### config.mk
export PLATFORM = sky130hd
export DESIGN_NAME = mem_access_ctrl
export DESIGN_NICKNAME = d
export VERILOG_FILES = /design/src/rtl/mem_access_ctrl.sv
export SDC_FILE = /design/constraint.sdc
export NUM_CORES = 1
export LEC_CHECK = 0
export CAP_MARGIN = 20
export CORE_UTILIZATION = 40
export DETAILED_ROUTE_END_ITERATION = 7
export GPL_ROUTABILITY_DRIVEN = 0
export PLACE_DENSITY = 0.78
export RECOVER_POWER = 100
export SETUP_SLACK_MARGIN = 0.5
export SLEW_MARGIN = 10
export SYNTH_ARGS = -nofsm -noshare
export SYNTH_HDL_FRONTEND = slang
export SYNTH_SLANG_ARGS = --single-unit
### constraint.sdc
create_clock -name Clk -period 2.3 [get_ports Clk]
set_input_delay 0.23 -clock Clk [delete_from_list [all_inputs] [get_ports Clk]]
set_output_delay 0.23 -clock Clk [all_outputs]
set_load 0.02 [all_outputs]
### src/rtl/mem_access_ctrl.sv
// CPU-side MOV/MOC handshake initiator for the byte-addressed data RAM.
// One load/store per transaction, with alignment checking and a response timeout.
module mem_access_ctrl #(
    parameter int TIMEOUT = 16,
    parameter int CNT_W   = 5
) (
    input  logic        Clk,
    input  logic        Reset_n,
    input  logic        Start,
    input  logic        RW,
    input  logic [2:0]  Size,
    input  logic [31:0] Addr,
    input  logic [31:0] WData,
    output logic [31:0] RData,
    output logic        Busy,
    output logic        Done,
    output logic        Err,
    output logic        MOV,
    output logic        ReadWrite,
    output logic [2:0]  MS_2_0,
    output logic [31:0] Address,
    output logic [31:0] DataIn,
    output logic        MOCoff,
    input  logic        MOC,
    input  logic [31:0] DataOut
);

    typedef enum logic [1:0] {IDLE, REQ, ACK, FIN} state_t;

    localparam logic [CNT_W-1:0] CNT_LAST = CNT_W'(TIMEOUT - 1);

    state_t            state, state_d;
    logic [CNT_W-1:0]  cnt, cnt_d;
    logic              flag, flag_d;
    logic              mov_d, mocoff_d, rw_d, busy_d, done_d, err_d;
    logic [2:0]        ms_d;
    logic [31:0]       addr_d, din_d, rdata_d;
    logic              bad_req;

    // Illegal size, or halfword/word not naturally aligned.
    always_comb begin
        unique case (Size[1:0])
            2'b01:   bad_req = Addr[0];
            2'b10:   bad_req = (Addr[1:0] != 2'b00);
            2'b11:   bad_req = 1'b1;
            default: bad_req = 1'b0;
        endcase
    end

    always_comb begin
        // NOTE: every target gets a default first so no path can infer a latch.
        state_d  = state;
        cnt_d    = cnt;
        flag_d   = flag;
        mov_d    = MOV;
        mocoff_d = MOCoff;
        rw_d     = ReadWrite;
        ms_d     = MS_2_0;
        addr_d   = Address;
        din_d    = DataIn;
        rdata_d  = RData;
        busy_d   = Busy;
        done_d   = 1'b0;
        err_d    = 1'b0;

        unique case (state)
            IDLE: begin
                if (Start) begin
                    rw_d   = RW;
                    ms_d   = Size;
                    addr_d = Addr;
                    din_d  = WData;
                    busy_d = 1'b1;
                    flag_d = bad_req;
                    if (bad_req) begin
                        state_d = FIN;
                        done_d  = 1'b1;
                        err_d   = 1'b1;
                    end else begin
                        state_d = REQ;
                        mov_d   = 1'b1;
                        cnt_d   = '0;
                    end
                end
            end
            REQ: begin
                if (MOC) begin
                    if (ReadWrite) rdata_d = DataOut;
                    mov_d    = 1'b0;
                    mocoff_d = 1'b1;
                    cnt_d    = '0;
                    state_d  = ACK;
                end else if (cnt == CNT_LAST) begin
                    mov_d    = 1'b0;
                    mocoff_d = 1'b1;
                    flag_d   = 1'b1;
                    cnt_d    = '0;
                    state_d  = ACK;
                end else begin
                    cnt_d = cnt + CNT_W'(1);
                end
            end
            ACK: begin
                if (!MOC) begin
                    mocoff_d = 1'b0;
                    state_d  = FIN;
                    done_d   = 1'b1;
                    err_d    = flag;
                end else if (cnt == CNT_LAST) begin
                    mocoff_d = 1'b0;
                    flag_d   = 1'b1;
                    state_d  = FIN;
                    done_d   = 1'b1;
                    err_d    = 1'b1;
                end else begin
                    cnt_d = cnt + CNT_W'(1);
                end
            end
            FIN: begin
                state_d = IDLE;
                busy_d  = 1'b0;
            end
            default: state_d = IDLE;
        endcase
    end

    // NOTE: sequential state uses non-blocking assignments so all registers update together.
    always_ff @(posedge Clk or negedge Reset_n) begin
        if (!Reset_n) begin
            state     <= IDLE;
            cnt       <= '0;
            flag      <= 1'b0;
            MOV       <= 1'b0;
            MOCoff    <= 1'b0;
            ReadWrite <= 1'b0;
            MS_2_0    <= 3'b000;
            Address   <= '0;
            DataIn    <= '0;
            RData     <= '0;
            Busy      <= 1'b0;
            Done      <= 1'b0;
            Err       <= 1'b0;
        end else begin
            state     <= state_d;
            cnt       <= cnt_d;
            flag      <= flag_d;
            MOV       <= mov_d;
            MOCoff    <= mocoff_d;
            ReadWrite <= rw_d;
            MS_2_0    <= ms_d;
            Address   <= addr_d;
            DataIn    <= din_d;
            RData     <= rdata_d;
            Busy      <= busy_d;
            Done      <= done_d;
            Err       <= err_d;
        end
    end

endmodule

== After elaboration in Yosys (flattened, before gate mapping) ==
Index checks and enable logic that the tools add are counted.
Word-level totals
  register bits after elaboration: 113
  bits in latches: 0
  bits in writable memories: 0
  bits in read-only memories: 0
  input bits: 104
  output and inout bits: 105
  word-level logic and storage cells: 80
  memories kept: 0
Operators by class
  add/subtract/negate cells: 1
  $mul: 0
  div/mod/pow operators: 0
  magnitude comparators: 0
  eq/ne operators: 14
  shifts and indexed selects: 0
  multiplexer cells: 38
  bitwise logic cells: 0
  reductions and logical operators: 14
Operators with widths (number)
  two-way mux 5 bit: 6
  two-way mux 1 bit: 17
  one-hot mux 5 bit (3 select lines): 1
  two-way mux 2 bit: 6
  inequality test 2 bit (second input constant): 5
  one-hot mux 1 bit (2 select lines): 5
  AND reduction 3 bit: 3
  equality test 2 bit (second input constant): 4
  one-hot mux 2 bit (4 select lines): 1
  AND reduction 4 bit: 2
  nonzero test 2 bit: 4
  inequality test 3 bit (second input constant): 2
  one-hot mux 1 bit (3 select lines): 2
  adder 5 x 1 -> 5 bit (second input constant): 1
  equality test 5 x 4 -> 1 bit (second input constant): 1
  AND reduction 5 bit: 1
  equality test 2 x 1 -> 1 bit (second input constant): 2
  AND reduction 2 bit: 2
  nonzero test 3 bit: 1
  logical NOT 2 bit: 1

== Longest topological paths before layout ==
  word-level depth: 5
  depth in mapped cells: 7

== Worst setup path after synthesis ==
Ideal clock, no wire load.
  path kind: reg-to-reg
  from: reg cnt[0]
  to: reg cnt[0]
  data arrival time: 1.881 ns
  setup slack: 0.292 ns
  cell stages (with the launch flop): 8
  clock period less this slack: 2.008 ns
  path through: dfrtp_1 > ha_1 > and3_1 > ha_1 > nand2b_1 > a21oi_1 > nand2_4 > mux2_1
Between the ends
  longest elaborated chain between the ends: 4
RTL lines
  start, declared: RTL line 33  | logic [CNT_W-1:0] cnt, cnt_d;
  start signal, assigned: RTL line 145  | cnt <= cnt_d;
  adder 5 x 1 -> 5 bit / equality test 5 x 4 -> 1 bit (equally long branches)
  two-way mux 5 bit, on equally long branches: RTL line 109, 93
  two-way mux 5 bit, on equally long branches: RTL line 104, 87
  one-hot mux 5 bit (3 select lines): RTL line 66  | unique case (state)
Several ways; a longest one is shown, not always the timed one. The select of a mux whose other input is x is not followed.
A chain may end at the register's enable or synchronous reset.

== Final worst setup path ==
  from: reg state[1]
  to: reg state[1]
Between the ends
  longest elaborated chain between the ends: 3
RTL lines
  start, declared: RTL line 32  | state_t state, state_d;
  start signal, assigned: RTL line 144  | state <= state_d;
  equality test 2 bit (tied with other cells): RTL line 66
  inequality test 3 bit (no line) / inequality test 2 bit (equally long branches)
  AND reduction 3 bit (no line)
Several ways; a longest one is shown, not always the timed one.

==> impl_metrics.tcl <==
set metrics [dict create \
    p_per_area_nw_per_um2 1460 \
    hp-class "primary input to flop" \
    holdCritStartpoint "DataOut[27]" \
    synth-seq-area-share_pct 61.7 \
    postRouteAntennaNets 0 \
    p_switching_mw 3.79 \
    grt_max_degree 56 \
    slowest_delay_ns 0.43 \
    synth_edf_count 0 \
    netlist_area_um2 4590 \
    timing.final.crit_period_ns 1.94 \
    worstMarginPinSlew_ns 1.41 \
    yosysWarnings 0 \
    antenna_found_initial 0 \
    dr.pass1.iters 4 \
    synth_cell_types 33 \
    io_pins 209 \
    cts_buffers 17 \
    routed_wl_um 11400 \
    grt_usage_pct 20.4 \
    finalSetupViolCount 0 \
    drc 0 \
    diodes 0 \
    hold_ws_ns 0.429 \
    critPathLaunchType "flop" \
    final_common_cell "dfrtp_1" \
    met3_usage_pct 8.55 \
    synth_cells 305 \
    cp-end-kind "flop" \
    cp_top_family "flip-flops" \
    final_cell_mix "dfrtp_1, dlygate4sd3_1, clkdlybuf4s50_1, mux2_2, clkbuf_16" \
    initial_utilization_pct 41.8 \
    fmax_ghz 0.515 \
    internal_power_mw 7.22 \
    timing.rr.start "state[1]" \
    seq_power_share_pct 31.1 \
    p_clk_share_pct 23.2 \
    path_clk_slew_ns 0.05 \
    fillers 807 \
    dp.cells 645 \
    cts.htree.levels 4 \
    routed_via_density 4.87 \
    clk_path_buf_depth 2 \
    portBuffers 208 \
    maxSlewHeadroom_pct 6.04 \
    crit_required_ns 2.58 \
    nets 644 \
    clock_latency_ns 0.40 \
    arrival_ns 2.22 \
    path_cells "inv_1 > ha_1 > nor2b_1 > a21oi_1 > o2bb2ai_2 > mux2_2" \
    ys_ff_latch 113 \
    cp.buffers_inverters 1 \
    period_share_pct 84.4 \
    synth_fp_nets 417 \
    stdcell_area_um2 7520 \
    core_um2 11000 \
    ir_worst_vdd_mv 0.938 \
    grt_busiest_layer "met2" \
    max_cap_viol_count 0 \
    setup_ws_ns 0.359 \
    tritoncts "built" \
    maxSlewViolCount 0 \
    use_met2_pct 35.3 \
    grt_pass1_wl_um 18000 \
    placed_area_um2 6870 \
    instances_no_fill 683 \
    dpl.hpwl_um 8090 \
    drtIter0Drc 101 \
    vias 3329 \
    wl_per_cell_um 16.7 \
    met1_usage_pct 21.7 \
    place_worst_setup_slack_ns 0.311 \
    row_count 38 \
    crit_fanout 8 \
    grt_pass1_vias 3680 \
    fin_setup_tns_ns 0 \
    async_reset_ff_share_pct 100 \
    p_comb_share_pct 45.7 \
    finalHoldViolCount 0 \
    grt_setup_unrepaired "yes" \
    fin_skew_ns 0.00831 \
    crit_start "state[1]" \
    synth.avg_cell_area_um2 15.0 \
    syn_to_final_growth_pct 64.0 \
    dieArea_um2 11900 \
    die_w_um 109 \
    drive_gt1_share_pct 27.1 \
    synth_ff_type "dfrtp_1" \
    p_leak_nw 3.29 \
    critical_path_class "flop to flop" \
    slowest_stage "dfrtp_1" \
    fp.dieH_um 109 \
    cts_sinks 113 \
    swShare_pct 34.4 \
    cts_root_buf "clkbuf_16" \
    grt_overflow 0 \
    outcome "finished clean" \
]
cell usage after synthesis, types with 2 or more instances:
cell type,n,area (um^2)
ha_1,8,100
nand3_1,2,10.0
mux2_2,98,1100
buf_2,10,50.1
nor2_1,8,30.0
nand2_1,6,22.5
inv_1,11,41.3
a21oi_1,4,20.0
dfrtp_1,113,2830
o21ai_0,5,25.0
o32ai_1,2,17.5
mux2_1,7,78.8
o211a_1,2,20.0
and3_1,2,12.5
nor2b_1,5,31.3
a22oi_1,2,15.0
mux2i_1,4,40.0
layer usage:
metal	wire (um)	vias up
li1	-	1534
met1	4170	1660
met2	6170	112
met3	788	23
met4	282	0
met5	0	-
path summary, 6_finish.rpt:
kind                               end  slack (ns)  cells past startpoint
setup / recovery              state[1]        0.36                      6
hold / removal               RData[27]        0.43                      2
setup reg to reg              state[1]        0.36                      6
hold reg to reg              RData[29]        0.49                      1
max in group asynchronous  Address[25]        0.68                      3
min in group asynchronous   DataIn[16]        0.68                      2
sequential cells by signal, indices dropped and copies added, names as in the netlist, 2 cells and up:
name and flops:
Address 32, DataIn 32, MS_2_0 3, RData 32, cnt 5, state 2
stage by stage:
step                      utilization [%]  total power, mW
after floorplan                         -             6.25
after global placement               62.6             8.62
after detailed placement             62.6             8.76
after CTS                            68.4             11.5
after global routing                 68.5             11.6
final                                68.5             11.0
timing repair:
item                                   in CTS  in global routing
endpoints found under the hold margin      53                  0
setup endpoints to repair                  51                 71
gates cloned                                0                  0
resized for setup                           7                 10
hold buffers                                1                  0
buffers inserted                            5                  2
pin swaps                                   5                  4
cells by family (layout without fill, tap and decap cells):
| family | Yosys count | in the layout | share of synthesized area [%] |
|---|---|---|---|
| AOI/OAI and AO/OA | 23 | 23 | 3.93 |
| muxes | 109 | 109 | 26.7 |
| DFF | 113 | 113 | 61.7 |
| buffers and inverters | 24 | 262 | 2.35 |
| adders and majority gates | 8 | 8 | 2.18 |
| and+or+nand+nor | 28 | 28 | 3.22 |
area by class of cell:
type	count	area (um^2)	area share (%)
multi-input cells	168	1700	22.6
repair buffers	221	2210	29.4
flip-flops and latches	113	2830	37.6
inverters	11	41.3	0.549
well taps	140	175	2.33
clock inverters	7	110	1.46
clock buffers	23	458	6.09
power by group through the flow:
stage	Sequential (mW)	Clock [mW]	Combinational, mW
after floorplan	4.60	0	1.65
after detailed placement	3.49	0	5.28
after global routing	3.56	2.69	5.37
after global placement	3.42	0	5.20
after CTS	3.48	2.61	5.40
final	3.43	2.55	5.04
No activity file was read; power rests on OpenSTA's default activity.
